$ cat src/rtl/timeset_repeat_gen_pkg.sv
// Shared types and constant helpers for the time-set auto-repeat generator.
package timeset_pkg;

   typedef enum logic [1:0] {
      ST_IDLE   = 2'd0,
      ST_DELAY  = 2'd1,
      ST_REPEAT = 2'd2
   } state_e;

   typedef logic [1:0] rate_t;

   localparam rate_t RATE_SLOW  = 2'd0;
   localparam rate_t RATE_FAST  = 2'd1;
   localparam rate_t RATE_TURBO = 2'd2;

   // Rounded phase step so a 2^width accumulator overflows hz times per second.
   function automatic longint unsigned calc_inc(input longint unsigned hz,
                                                input longint unsigned sys_clk_hz,
                                                input int unsigned     width);
      return ((hz << width) + (sys_clk_hz / 64'd2)) / sys_clk_hz;
   endfunction

endpackage

$ cat src/rtl/timeset_repeat_gen_if.sv
// Button-side and set-logic-side signals of the time-set repeat generator.
interface timeset_repeat_gen_if;
   import timeset_pkg::*;

   logic  i_en;
   logic  i_btn;
   logic  i_fast_set;
   logic  o_timeset_stb;
   rate_t o_rate;
   logic  o_active;

   modport master (output i_en, i_btn, i_fast_set,
                   input  o_timeset_stb, o_rate, o_active);
   modport slave  (input  i_en, i_btn, i_fast_set,
                   output o_timeset_stb, o_rate, o_active);
endinterface

$ cat src/rtl/timeset_repeat_gen_rate_accumulator.sv
// Phase accumulator: adds a step each enabled cycle and emits the carry as a
// registered one-cycle strobe; the residual is kept for a true fractional divide.
module rate_accumulator #(
   parameter int unsigned ACC_WIDTH = 24
) (
   input  logic                 clk,
   input  logic                 rst,
   input  logic                 clear,
   input  logic                 enable,
   input  logic [ACC_WIDTH-1:0] increment,
   output logic                 stb
);

   logic [ACC_WIDTH-1:0] acc;
   logic [ACC_WIDTH:0]   sum;

   assign sum = {1'b0, acc} + {1'b0, increment};

   always_ff @(posedge clk or posedge rst) begin
      if (rst) begin
         acc <= '0;
         stb <= 1'b0;
      end else if (clear) begin
         acc <= '0;
         stb <= 1'b0;
      end else if (enable) begin
         acc <= sum[ACC_WIDTH-1:0];
         stb <= sum[ACC_WIDTH];
      end else begin
         stb <= 1'b0;
      end
   end

endmodule

$ cat src/rtl/timeset_repeat_gen.sv
// Press-and-hold auto-repeat strobe generator: press strobe, hold delay, then
// repeats that escalate slow -> fast -> turbo while the button stays held.
module timeset_repeat_gen
   import timeset_pkg::*;
#(
   parameter int unsigned SYS_CLK_HZ     = 50_000_000,
   parameter int unsigned ACC_WIDTH      = 24,
   parameter int unsigned SLOW_SET_HZ    = 2,
   parameter int unsigned FAST_SET_HZ    = 5,
   parameter int unsigned TURBO_SET_HZ   = 20,
   parameter int unsigned HOLD_DELAY_MS  = 500,
   parameter int unsigned ESCALATE_COUNT = 8
) (
   input logic                 i_clk,
   input logic                 i_reset,
   timeset_repeat_gen_if.slave bus
);

   localparam int unsigned DELAY_CYCLES = SYS_CLK_HZ / 1000 * HOLD_DELAY_MS;
   localparam int unsigned DLY_W        = $clog2(DELAY_CYCLES + 1);
   localparam int unsigned ESC_W        = $clog2(ESCALATE_COUNT + 1);

   localparam longint unsigned ACC_SPAN = 64'd1 << ACC_WIDTH;
   localparam longint unsigned INC0_L   = calc_inc(64'(SLOW_SET_HZ),  64'(SYS_CLK_HZ), ACC_WIDTH);
   localparam longint unsigned INC1_L   = calc_inc(64'(FAST_SET_HZ),  64'(SYS_CLK_HZ), ACC_WIDTH);
   localparam longint unsigned INC2_L   = calc_inc(64'(TURBO_SET_HZ), 64'(SYS_CLK_HZ), ACC_WIDTH);

   if (INC0_L < 64'd1 || INC0_L >= ACC_SPAN ||
       INC1_L < 64'd1 || INC1_L >= ACC_SPAN ||
       INC2_L < 64'd1 || INC2_L >= ACC_SPAN) begin : g_bad_inc
      $error("timeset_repeat_gen: rate increment does not fit ACC_WIDTH");
   end

   localparam logic [ACC_WIDTH-1:0] INC0 = INC0_L[ACC_WIDTH-1:0];
   localparam logic [ACC_WIDTH-1:0] INC1 = INC1_L[ACC_WIDTH-1:0];
   localparam logic [ACC_WIDTH-1:0] INC2 = INC2_L[ACC_WIDTH-1:0];

   localparam logic [1:0] S_IDLE   = ST_IDLE;
   localparam logic [1:0] S_DELAY  = ST_DELAY;
   localparam logic [1:0] S_REPEAT = ST_REPEAT;

   logic [1:0]           state;
   logic                 btn_q;
   logic                 press_stb;
   logic                 acc_stb;
   logic [DLY_W-1:0]     dly;
   logic [ESC_W-1:0]     esc;
   rate_t                rate;
   rate_t                inc_rate;
   logic [ACC_WIDTH-1:0] inc;
   logic                 abort, rise, in_repeat, delay_done, escalate;

   assign abort      = !bus.i_en || !bus.i_btn;
   assign rise       = bus.i_btn && !btn_q;
   assign in_repeat  = (state == S_REPEAT);
   assign delay_done = (dly == DLY_W'(DELAY_CYCLES - 1));
   assign escalate   = in_repeat && acc_stb && (rate != RATE_TURBO) &&
                       (esc == ESC_W'(ESCALATE_COUNT - 1));

   // The add that follows an escalating strobe already runs at the new rate,
   // so spacing at each rate stays floor/ceil of its nominal period.
   assign inc_rate = escalate ? rate + 2'd1 : rate;

   always_comb begin
      case (inc_rate)
         RATE_SLOW: inc = INC0;
         RATE_FAST: inc = INC1;
         default:   inc = INC2;
      endcase
   end

   rate_accumulator #(.ACC_WIDTH(ACC_WIDTH)) u_acc (
      .clk       (i_clk),
      .rst       (i_reset),
      .clear     (abort || !in_repeat),
      .enable    (in_repeat),
      .increment (inc),
      .stb       (acc_stb)
   );

   always_ff @(posedge i_clk or posedge i_reset) begin
      if (i_reset) begin
         state     <= S_IDLE;
         btn_q     <= 1'b0;
         press_stb <= 1'b0;
         dly       <= '0;
         esc       <= '0;
         rate      <= RATE_SLOW;
      end else begin
         btn_q     <= bus.i_btn;
         press_stb <= 1'b0;
         if (abort) begin
            state <= S_IDLE;
            dly   <= '0;
            esc   <= '0;
            rate  <= RATE_SLOW;
         end else begin
            case (state)
               S_IDLE: begin
                  if (rise) begin
                     state     <= S_DELAY;
                     dly       <= '0;
                     press_stb <= 1'b1;
                  end
               end
               S_DELAY: begin
                  if (delay_done) begin
                     state     <= S_REPEAT;
                     press_stb <= 1'b1;
                     esc       <= '0;
                     rate      <= bus.i_fast_set ? RATE_FAST : RATE_SLOW;
                  end else begin
                     dly <= dly + DLY_W'(1);
                  end
               end
               S_REPEAT: begin
                  if (escalate) begin
                     rate <= inc_rate;
                     esc  <= '0;
                  end else if (acc_stb && rate != RATE_TURBO) begin
                     esc <= esc + ESC_W'(1);
                  end
               end
               default: state <= S_IDLE;
            endcase
         end
      end
   end

   assign bus.o_timeset_stb = press_stb || acc_stb;
   assign bus.o_rate        = rate;
   assign bus.o_active      = (state != S_IDLE);

endmodule

$ cat src/flat_wrapper.sv
// flat-port wrapper written by rule: the top's interface ports become plain ports
module timeset_repeat_gen_flat import timeset_pkg::*;
#(
   parameter int unsigned SYS_CLK_HZ     = 50_000_000,
   parameter int unsigned ACC_WIDTH      = 24,
   parameter int unsigned SLOW_SET_HZ    = 2,
   parameter int unsigned FAST_SET_HZ    = 5,
   parameter int unsigned TURBO_SET_HZ   = 20,
   parameter int unsigned HOLD_DELAY_MS  = 500,
   parameter int unsigned ESCALATE_COUNT = 8
)
  (i_clk, i_reset, bus_i_en, bus_i_btn, bus_i_fast_set, bus_o_timeset_stb, bus_o_rate, bus_o_active);
  timeset_repeat_gen_if bus_i ();
  input logic i_clk;
  input logic i_reset;
  input wire logic [$bits(bus_i.i_en)-1:0] bus_i_en;
  input wire logic [$bits(bus_i.i_btn)-1:0] bus_i_btn;
  input wire logic [$bits(bus_i.i_fast_set)-1:0] bus_i_fast_set;
  output wire logic [$bits(bus_i.o_timeset_stb)-1:0] bus_o_timeset_stb;
  output wire logic [$bits(bus_i.o_rate)-1:0] bus_o_rate;
  output wire logic [$bits(bus_i.o_active)-1:0] bus_o_active;
  assign bus_i.i_en = bus_i_en;
  assign bus_i.i_btn = bus_i_btn;
  assign bus_i.i_fast_set = bus_i_fast_set;
  assign bus_o_timeset_stb = bus_i.o_timeset_stb;
  assign bus_o_rate = bus_i.o_rate;
  assign bus_o_active = bus_i.o_active;
  timeset_repeat_gen #(.SYS_CLK_HZ(SYS_CLK_HZ), .ACC_WIDTH(ACC_WIDTH), .SLOW_SET_HZ(SLOW_SET_HZ), .FAST_SET_HZ(FAST_SET_HZ), .TURBO_SET_HZ(TURBO_SET_HZ), .HOLD_DELAY_MS(HOLD_DELAY_MS), .ESCALATE_COUNT(ESCALATE_COUNT)) u_core (.i_clk(i_clk), .i_reset(i_reset), .bus(bus_i));
endmodule
$ cat config.mk
export PLATFORM = sky130hd
export DESIGN_NAME = timeset_repeat_gen_flat
export DESIGN_NICKNAME = d
export VERILOG_FILES = /design/src/rtl/timeset_repeat_gen_pkg.sv /design/src/rtl/timeset_repeat_gen_if.sv /design/src/rtl/timeset_repeat_gen_rate_accumulator.sv /design/src/rtl/timeset_repeat_gen.sv /design/src/flat_wrapper.sv
export SDC_FILE = /design/constraint.sdc
export NUM_CORES = 1
export LEC_CHECK = 0
export ABC_CLOCK_PERIOD_IN_PS = 4900
export CORE_MARGIN = 5
export CORE_UTILIZATION = 50
export CTS_CLUSTER_SIZE = 30
export DETAILED_ROUTE_END_ITERATION = 10
export GPL_ROUTABILITY_DRIVEN = 0
export PLACE_DENSITY = 0.67
export SYNTH_ARGS = -nofsm -noshare
export SYNTH_HDL_FRONTEND = slang
export SYNTH_SLANG_ARGS = --single-unit
export TNS_END_PERCENT = 10
$ cat constraint.sdc
create_clock -name i_clk -period 4.9 [get_ports i_clk]
set_clock_uncertainty 0.1 [all_clocks]
set_input_delay 0.49 -clock i_clk [delete_from_list [all_inputs] [get_ports i_clk]]
set_output_delay 0.49 -clock i_clk [all_outputs]
set_load 0.02 [all_outputs]
==> metrics.md, run 1 <==
| Metric | Value |
|---|---|
| Status | complete, no violations |
| Worst Max-Slew Pin Slew | 1019 ps |
| Top_reg_cell synth | dfrtp_1 |
| Top layer reached by signal wires | met4 |
| Pwr/cell area | 293.8 nW/um^2 |
| Worst Path Required | ~5000 ps |
| GR Overflow Total | 0 |
| Pin count of the biggest net entering global routing | 51 |
| Crit-path slowest cell | nor4_2 |
| TritonRoute pass-1 iters | 5 |
| CTS clock-pin slew for the worst setup and hold paths | about 70 ps |
| ANT nets after route | 0 |
| Initial Util | 50.47% |
| FFs w/ async S/R, synth | 100.0% |
| Synth Area in Simple Gates | 27.98% |
| Final worst-path cycle share | between 70% and 80% |
| Synth unique cells | between 40 and 50 |
| Num CTS Buffers | 9 |
| Max_slew headroom | 31.41% |
| EDFF count, synth | 0 |
| Critical Path Most Common Cell | ha_1 |
| Peak VDD IR | 204.6 uV |
| Core area | about 6700 um^2 |
| Fmax achieved | 259.5 MHz |
| Num rows | 30 |
| CP arrival | about 4000 ps |
| Crit Path Max Fanout | 11 |
| DRC | 0 |
| Synth Net Count | 384 |
| Net Switching | approximately 0.23 mW |
| Mux contribution to synthesized area | less than 1% |
| Die Ht | between 90 and 100 um |
| Crit path cell chain | inv_1, ha_1, nand2_1, nor4_2, o21ai_0, nand2b_1, ha_1, fa_1, a21oi_1, nor3b_1, nand4_1, xor2_1, nor2_1 |
| Area delta synth->final | 11.65% |
| Switching Share | 20.77% |
| Number of port buffers | 8 |
| Drt initial violations | between 90 and 100 |
| Register share of total power | a little under half |
| First-pass GRT wire length | around 13000 um |
| Layout cells sized above 1 | 6.806% |
| Fin Setup TNS | 0 ps |
| DR vias/cell | between 5 and 6 |
| Final count of hold timing violations | 0 |
| DR WL/cell | approximately 15 um |
| Synth Register Bits | 60 |
| Post-synthesis cell area | 3372 um^2 |
| # setup viols final | 0 |
| Worst Hold Class | primary input to async pin |
| Crit. End Element | flip-flop |
| Clk buf depth | 2 |
| Warnings from Yosys | 0 |
| Final Power | around 1.1 mW |
| Die W | 92.12 um |
| Compound-Gate Fraction of Synth Area | about an eighth |
| NumNets Final | between 300 and 400 |
| Post-Synthesis Cells | between 300 and 400 |
| DR vias | ~2700 |
| CTS resizes | 0 |
| Cell Int Power | 0.8763 mW |
| I/O pin count | 9 |
| Sequential fraction of the synthesis area | between 40 and 50% |
| GR Util All Layers | a little under a fifth |
| DR WL met2 | ~3300 um |
| Pins Over Slew Limit | 0 |
| Post-Synth Adder-Cell Area | ~4.3% |
| Max_cap viols | 0 |
| Fill count | 615 |
| Combinational cell fraction of total power | 4.4% |
| Ant. Diodes | 0 |
| WL final | approximately 7000 um |
| Worst skew pair latency | between 300 and 400 ps |
| Crit start category | flip-flop |
| Mean Syn Cell Area | between 9 and 10 um^2 |
| Clock root buffer | clkbuf_8 |
| Largest family of logic cells by synthesized area | simple AND/OR/NAND/NOR gates |
| Clk network pwr share | between 50% and 60% |
| Crit-path max cell delay | 690 ps |
| Routed length on met3 | between 200 and 300 um |
| Leakage power | between 1.5 and 2 nW |
| DRT met1 WL | about 3300 um |
| Initial antenna violation count | 0 |
| Post-Synth XOR/XNOR Area | under 10% |
| DP HPWL | 4876 um |
| Vias in the first global route | roughly 2700 |
| Setup repair after global routing missed its margin | no |
| CP Class | flip-flop to flip-flop |
| H-tree levels | 3 |
| Hold buffers post-CTS | 0 |
| Final period demand of the worst path | 3854 ps |
| Die area | around 8500 um^2 |
| Clock sink total | 60 |
| CTS tree | yes |
| Post-CTS Setup Bufs | 0 |
-- routing by layer --
metal	global-route usage (%)	up-vias
met5	0	-
met4	8.168	0
met3	4.020	14
met2	29.81	59
met1	23.43	1317
li1	-	1348
-- cells in the mapped netlist, types with 2 or more instances --
library cell	number	area share, %
a22o_1	2	0.52
and3_1	10	1.9
and4_1	3	0.78
nand4_1	20	3.7
nor4b_1	3	0.78
nor3_1	11	1.6
ha_1	10	3.7
nand2_1	36	4.0
or2_2	2	0.37
a31oi_1	5	0.93
o21ai_0	16	2.4
and2_1	5	0.93
nand2b_1	5	0.93
o31ai_1	4	0.89
clkbuf_1	11	1.2
o41ai_2	2	0.96
xnor2_1	7	1.8
xor2_1	24	6.2
a21oi_1	10	1.5
dfrtp_1	60	45
inv_1	11	1.2
nor2_1	44	4.9
or3_1	2	0.37
a211oi_1	2	0.45
nor4_1	4	0.74
or4_1	6	1.3
o21a_1	4	0.89
nand3_1	23	3.4
o211ai_1	7	1.6
-- logic make-up after synthesis --
logic type / count (synthesis)
compound gates: 60
xor+xnor: 31
fa+ha+maj: 11
buf+inv: 23
flops: 60
mux: 1
simple gates: 182
-- state kept, by name (all words and copies together), names as in the netlist --
signal             flops
u_core.dly            25
u_core.u_acc.acc      24
u_core.esc             4
u_core.bus.o_rate      2
u_core.state           2
u_core.btn_q           1
u_core.press_stb       1
u_core.u_acc.stb       1
-- worst paths after layout --
path	startpoint	endpoint	slack (ps)	cells past startpoint
setup / recovery	u_core.state[0]$_DFFE_PP0P_	u_core.u_acc.acc[16]$_DFFE_PP0P_	1050	13
setup reg to reg	u_core.state[0]$_DFFE_PP0P_	u_core.u_acc.acc[16]$_DFFE_PP0P_	1050	13
min in group i_clk	u_core.dly[12]$_DFFE_PP0P_	u_core.dly[12]$_DFFE_PP0P_	400	1
max in group asynchronous	i_reset	u_core.u_acc.acc[6]$_DFFE_PP0P_	3500	3
hold reg to reg	u_core.dly[12]$_DFFE_PP0P_	u_core.dly[12]$_DFFE_PP0P_	400	1
hold / removal	i_reset	u_core.u_acc.acc[18]$_DFFE_PP0P_	300	2
-- worst max-delay path, delay by kind of cell (launching register included) --
family / cells / cell delay, ps
compound gates: 2 / 360
xor+xnor: 1 / 170
fa+ha+maj: 3 / 810
buf+inv: 1 / 110
flops: 1 / 420
simple gates: 6 / 1730
-- cell type report --
class / instances / area, um^2 / area share (%)
inverters: 11 / 41.29 / 1.097
multi-input cells: 285 / 1777 / 47.19
repair buffers: 10 / 95.09 / 2.526
well taps: 80 / 100.1 / 2.659
flip-flops and latches: 60 / 1501 / 39.88
clock inverters: 4 / 95.09 / 2.526
clock buffers: 12 / 155.1 / 4.121
-- per-stage QoR --
| stage | utilization, % | setup WS (ps) | cell area [um^2] | cells | hold slack [ps] |
|---|---|---|---|---|---|
| after floorplan | - | 1607 | 3372 | 368 | 363.7 |
| after CTS | 56.35 | 1079 | 3765 | 462 | 299.7 |
| after global routing | 56.35 | 665.9 | 3765 | 462 | 314.1 |
| after detailed placement | 52.60 | 1110 | 3515 | 446 | 390.4 |
| after global placement | 52.60 | 1221 | 3515 | 446 | 384.6 |
| final | 56.35 | 1046 | 3765 | 462 | 295.0 |
-- power groups by stage --
| stage | registers [mW] | clock network [mW] | logic (mW) |
|---|---|---|---|
| finish | 0.499 | 0.558 | 0.0491 |
| global route | 0.498 | 0.600 | 0.0560 |
| CTS | 0.498 | 0.570 | 0.0501 |
| detailed placement | 0.508 | 0 | 0.0498 |
| global placement | 0.508 | 0 | 0.0496 |
| floorplan | 0.508 | 0 | 0.0334 |
-- layout by cell type (no fill, tap or decap), types with 3 or more instances in the layout --
master	n
dfrtp_1	60
nor2_1	44
nand2_1	36
xor2_1	24
nand3_1	23
nand4_1	20
o21ai_0	16
nor3_1	11
clkbuf_8	11
inv_1	10
and3_1	10
a21oi_1	10
ha_1	10
clkdlybuf4s50_1	8
xnor2_1	7
o211ai_1	7
or4_1	6
and2_1	5
nand2b_1	5
a31oi_1	5
o21a_1	4
o31ai_1	4
nor4_1	4
nor4b_1	3
and4_1	3
bufinv_16	3
(Power assumes the default switching activity.)
==> inputs of run 2 (changes only) <==
--- a/config.mk
+++ b/config.mk
@@ -5,7 +5,7 @@
 export SDC_FILE = /design/constraint.sdc
 export NUM_CORES = 1
 export LEC_CHECK = 0
-export ABC_CLOCK_PERIOD_IN_PS = 4900
+export ABC_CLOCK_PERIOD_IN_PS = 3600
 export CORE_MARGIN = 5
 export CORE_UTILIZATION = 50
 export CTS_CLUSTER_SIZE = 30
==> constraint.sdc (replaced) <==
create_clock -name i_clk -period 3.6 [get_ports i_clk]
set_clock_uncertainty 0.1 [all_clocks]
set_input_delay 0.36 -clock i_clk [delete_from_list [all_inputs] [get_ports i_clk]]
set_output_delay 0.36 -clock i_clk [all_outputs]
set_load 0.02 [all_outputs]
==> metrics.md, run 2 (synthesis results as in run 1) <==
| Metric | Value |
|---|---|
| Leakage power | 1.556 nW |
| Initial Util | about half |
| Placed Instance Area | ~3600 um^2 |
| Clock sink total | 60 |
| R2R depth | 15 |
| Worst reg-to-reg setup slack | 300 ps |
| DR vias/cell | between 5 and 6 |
| Reg-to-Reg Start | u_core.bus.o_rate[0]$_DFFE_PP0P_ |
| Final period demand of the worst path | 3296 ps |
| Max_slew headroom | between 30% and 40% |
| Worst Hold Class | primary input to async pin |
| WL final | between 7000 and 8000 um |
| Placed Cells | ~450 |
| Crit-path slowest cell | fa_1 |
| Die W | around 90 um |
| Initial antenna violation count | 0 |
| Fin Setup TNS | 0 ps |
| I/O pin count | 9 |
| CTS clock-pin slew for the worst setup and hold paths | about 70 ps |
| Biggest register | u_core.dly |
| Number of port buffers | 8 |
| Core area | about 6700 um^2 |
| Worst Path Required | between 3000 and 4000 ps |
| Commonest non-fill, non-tap cells in the layout | 60 x dfrtp_1, 44 x nor2_1, 36 x nand2_1 |
| Num rows | 30 |
| GR Overflow Total | 0 |
| Top delay family on crit path | simple AND/OR/NAND/NOR gates |
| Fin cells | 467 |
| Vias in the first global route | roughly 2700 |
| Crit-path max cell delay | 430 ps |
| Die Ht | 92.12 um |
| Worst Max-Slew Pin Slew | roughly 950 ps |
| Clock root buffer | clkbuf_8 |
| Crit. End Element | flip-flop |
| Crit start category | flip-flop |
| Fin area | 3756 um^2 |
| Layout cells sized above 1 | 8.269% |
| Final Power | approximately 1.3 mW |
| Area delta synth->final | 11.39% |
| Drt initial violations | 76 |
| Final worst-path cycle share | between 90 and 100% |
| Pin count of the biggest net entering global routing | 39 |
| Crit path cell chain | inv_1, ha_1, nand2b_1, nor4_4, buf_4, nand2_1, o21ai_0, nand2b_1, ha_1, fa_1, a21oi_2, nor2b_1, and3_1, xnor2_1, nor2_1 |
| Final Core Density | between 50 and 60% |
| Worst skew pair latency | approximately 330 ps |
| Critical R2R Capture | u_core.u_acc.acc[6]$_DFFE_PP0P_ |
| Peak VDD IR | ~210 uV |
| Fmax achieved | 303.4 MHz |
| Pins Over Slew Limit | 0 |
| ANT nets after route | 0 |
| Post-CTS Setup Bufs | 0 |
| DRC | 0 |
| Die area | between 8000 and 9000 um^2 |
| H-tree levels | 3 |
| # setup viols final | 0 |
| Max_cap viols | 0 |
| DR vias | around 2700 |
| Buf/Inv on CP | 2 |
| Clk buf depth | 2 |
| CP Class | flip-flop to flip-flop |
| Pre-CTS WS | roughly 150 ps |
| GR Util All Layers | between 10% and 20% |
| DR WL/cell | 15.06 um |
| First-pass GRT wire length | approximately 12000 um |
| Status | complete, no violations |
| Hold_ws | between 300 and 400 ps |
| DP HPWL | 5020 um |
| CP arrival | 3390 ps |
| CTS tree | yes |
| Ant. Diodes | 0 |
| Most common cell after layout, fill and taps aside | dfrtp_1 |
| TritonRoute pass-1 iters | 4 |
| Crit Path Max Fanout | 7 |
| Final worst slack | roughly 300 ps |
| Max FFs per register | 25 |
| Fill count | 594 |
| Final count of hold timing violations | 0 |
| Regs by FF count | u_core.dly x25, u_core.u_acc.acc x24, u_core.esc x4 |
| Pwr/cell area | approximately 350 nW/um^2 |
| NumNets Final | slightly below 400 |
| Num CTS Buffers | 9 |
==> run 2: where the power goes <==
part           switching (mW)  total (mW)  internal [mW]
logic                  0.0481      0.0691         0.0210
registers             0.00228       0.679          0.677
clock network           0.244       0.551          0.306
==> run 2: area by class of cell <==
| type | count | area, um^2 | share of cell area, % |
|---|---|---|---|
| tap | 80 | 100.1 | 2.665 |
| inverter | 11 | 41.29 | 1.099 |
| clock buffer | 15 | 176.4 | 4.697 |
| multi-input combinational | 285 | 1799 | 47.90 |
| clock inverter | 1 | 5.005 | 0.1332 |
| sequential | 60 | 1501 | 39.97 |
| timing repair buffer | 15 | 132.6 | 3.531 |
==> run 2: routing by layer <==
metal	vias to the layer above	global-route usage [%]	part of all wire, %
li1	1361	-	-
met1	1326	22.76	47
met2	31	30.90	49
met3	9	3.445	2.4
met4	0	7.426	1.4
met5	-	0	0
==> run 2: worst max-delay path by stage <==
stage | start | to | slack [ps] | depth (start not counted)
detailed placement | u_core.bus.o_rate[0]$_DFFE_PP0P_ | u_core.u_acc.acc[10]$_DFFE_PP0P_ | 150 | 14
floorplan | u_core.bus.o_rate[0]$_DFFE_PP0P_ | u_core.u_acc.acc[6]$_DFFE_PP0P_ | 310 | 14
finish | u_core.bus.o_rate[0]$_DFFE_PP0P_ | u_core.u_acc.acc[6]$_DFFE_PP0P_ | 300 | 15
CTS | u_core.bus.o_rate[0]$_DFFE_PP0P_ | u_core.u_acc.acc[10]$_DFFE_PP0P_ | 110 | 14
global route | u_core.bus.o_rate[0]$_DFFE_PP0P_ | u_core.u_acc.acc[6]$_DFFE_PP0P_ | -20 | 15
global placement | u_core.bus.o_rate[0]$_DFFE_PP0P_ | u_core.u_acc.acc[16]$_DFFE_PP0P_ | 250 | 14
==> run 2: timing repair <==
action,4_1_cts,5_1_grt
gates resized for setup,0,4
endpoints found under the setup margin,0,15
endpoints found under the hold margin,0,0
hold buffers,0,0
==> inputs of run 3 (changes only) <==
--- a/config.mk
+++ b/config.mk
@@ -11,6 +11,7 @@
 export CTS_CLUSTER_SIZE = 30
 export DETAILED_ROUTE_END_ITERATION = 10
 export GPL_ROUTABILITY_DRIVEN = 0
+export GPL_TIMING_DRIVEN = 0
 export PLACE_DENSITY = 0.67
 export SYNTH_ARGS = -nofsm -noshare
 export SYNTH_HDL_FRONTEND = slang
==> metrics.md, run 3 (synthesis results as in run 1) <==
| Metric | Value |
|---|---|
| Status | complete, no violations |
| DR WL/cell | ~15 um |
| Num rows | 30 |
| TritonRoute pass-1 iters | 4 |
| Layout cells sized above 1 | ~7.9% |
| Core area | roughly 6700 um^2 |
| Capture point of the critical path | u_core.u_acc.acc[6]$_DFFE_PP0P_ |
| Critical R2R Capture | u_core.u_acc.acc[6]$_DFFE_PP0P_ |
| Worst skew pair latency | roughly 340 ps |
| CP arrival | 3360 ps |
| Initial antenna violation count | 0 |
| Hold_ws | roughly 230 ps |
| Peak VDD IR | around 210 uV |
| # setup viols final | 0 |
| Worst setup path start | u_core.bus.o_rate[0]$_DFFE_PP0P_ |
| Max_slew headroom | between 40 and 50% |
| Hold buffers post-CTS | 0 |
| Pre-CTS WS | -158.1 ps |
| Crit. End Element | flip-flop |
| Max_cap viols | 0 |
| Vias in the first global route | 2709 |
| Crit start category | flip-flop |
| Num CTS Buffers | 9 |
| NumNets Final | between 400 and 500 |
| Worst reg-to-reg setup slack | between 300 and 400 ps |
| GR Overflow Total | 0 |
| R2R depth | 14 |
| Die Ht | approximately 92 um |
| Pwr/cell area | ~360 nW/um^2 |
| Fmax achieved | a little over 300 MHz |
| Reg-to-Reg Start | u_core.bus.o_rate[0]$_DFFE_PP0P_ |
| Max FFs per register | 25 |
| Final Power | about 1.4 mW |
| DRC | 0 |
| DP HPWL | slightly above 5000 um |
| Pin count of the biggest net entering global routing | 43 |
| I/O pin count | 9 |
| Final worst-path cycle share | between 90% and 100% |
| Leakage power | 1.556 nW |
| CP Class | flip-flop to flip-flop |
| CTS tree | yes |
| Area delta synth->final | 12.65% |
| Post-CTS Setup Bufs | 0 |
| Final worst slack | around 350 ps |
| Final count of hold timing violations | 0 |
| GR Util All Layers | between 15 and 20% |
| Clock root buffer | clkbuf_8 |
| Commonest non-fill, non-tap cells in the layout | 60 x dfrtp_1, 44 x nor2_1, 36 x nand2_1 |
| Worst Max-Slew Pin Slew | 881.7 ps |
| Initial Util | 50.47% |
| Worst Path Required | ~3700 ps |
| Final period demand of the worst path | approximately 3300 ps |
| Drt initial violations | 127 |
| Regs by FF count | u_core.dly x25, u_core.u_acc.acc x24, u_core.esc x4 |
| Setup repair after global routing missed its margin | no |
| Biggest register | u_core.dly |
| Crit Path Max Fanout | 9 |
| Clk buf depth | 2 |
| Die area | around 8500 um^2 |
| WL final | just over 7000 um |
| DR vias/cell | a little under 6 |
| H-tree levels | 3 |
| Pins Over Slew Limit | 0 |
| First-pass GRT wire length | between 10000 and 15000 um |
| Worst Hold Class | primary input to async pin |
| CTS clock-pin slew for the worst setup and hold paths | ~80 ps |
| Ant. Diodes | 0 |
| Die W | approximately 92 um |
| Most common cell after layout, fill and taps aside | dfrtp_1 |
| DR vias | between 2000 and 3000 |
| Number of port buffers | 8 |
| Clock sink total | 60 |
| ANT nets after route | 0 |
## run 3: cell types whose count changed in the layout (fill, tap and decap cells not counted), moves of 2 or more
cell,change
clkbuf_8,-2
clkinvlp_4,+2
buf_4,-7
clkbuf_1,+8
## run 3: critical path: stages, from the launching register on
cell	delay (ps)
dfrtp_1	410
inv_1	90
ha_1	190
nand2b_1	190
nor4_4	430
nand2_1	100
o21ai_0	150
nand2b_1	100
ha_1	230
fa_1	430
a21oi_2	210
nor2b_2	100
and3_1	200
xnor2_1	140
nor2_1	50
## run 3: how the worst min path moves through the flow
stage / to / depth (start not counted) / start / slack [ps]
2_1_floorplan: u_core.btn_q$_DFF_PP0_ / 0 / bus_i_btn / 290
3_3_place_gp: u_core.dly[12]$_DFFE_PP0P_ / 1 / u_core.dly[12]$_DFFE_PP0P_ / 390
3_5_place_dp: u_core.dly[14]$_DFFE_PP0P_ / 1 / u_core.dly[14]$_DFFE_PP0P_ / 410
4_1_cts: u_core.u_acc.acc[10]$_DFFE_PP0P_ / 2 / i_reset / 230
5_1_grt: u_core.u_acc.acc[10]$_DFFE_PP0P_ / 2 / i_reset / 260
6_report: u_core.u_acc.acc[10]$_DFFE_PP0P_ / 2 / i_reset / 230
## run 3: stage by stage
step	utilization (%)	cell area [um^2]	instances	TNS (ps)
detailed placement	53.46	3572	457	-711.7
CTS	56.61	3782	473	0
floorplan	-	3372	368	0
global route	56.85	3799	473	0
finish	56.85	3799	473	0
global placement	53.16	3552	456	-842.6
## run 3: what timing repair did
action,4_1_cts,5_1_grt
setup endpoints to repair,9,11
pin swaps,0,1
resized for setup,1,4
endpoints found under the hold margin,0,0
## run 3: layout make-up
class,instances,area [um^2]
plain buffers,12,52.55
clock buffers,10,137.6
clock inverters,6,63.81
fillers,594,2883
inverters,11,41.29
multi-input cells,285,1802
flip-flops and latches,60,1501
well taps,80,100.1
repair buffers,9,100.1
## run 3: power breakdown
group	leakage, nW	internal, mW	total, mW	switching, mW
clock	0.0983	0.337	0.612	0.275
sequential	0.835	0.676	0.678	0.00218
combinational	0.622	0.0217	0.0701	0.0484
total	1.56	1.03	1.36	0.326
## run 3: per-layer routing
metal,up-vias,GRT usage [%],part of all wire [%]
li1,1368,-,-
met4,0,7.178,1.6
met3,8,2.953,2.8
met5,-,0,0
met1,1323,24.52,48
met2,36,30.11,47
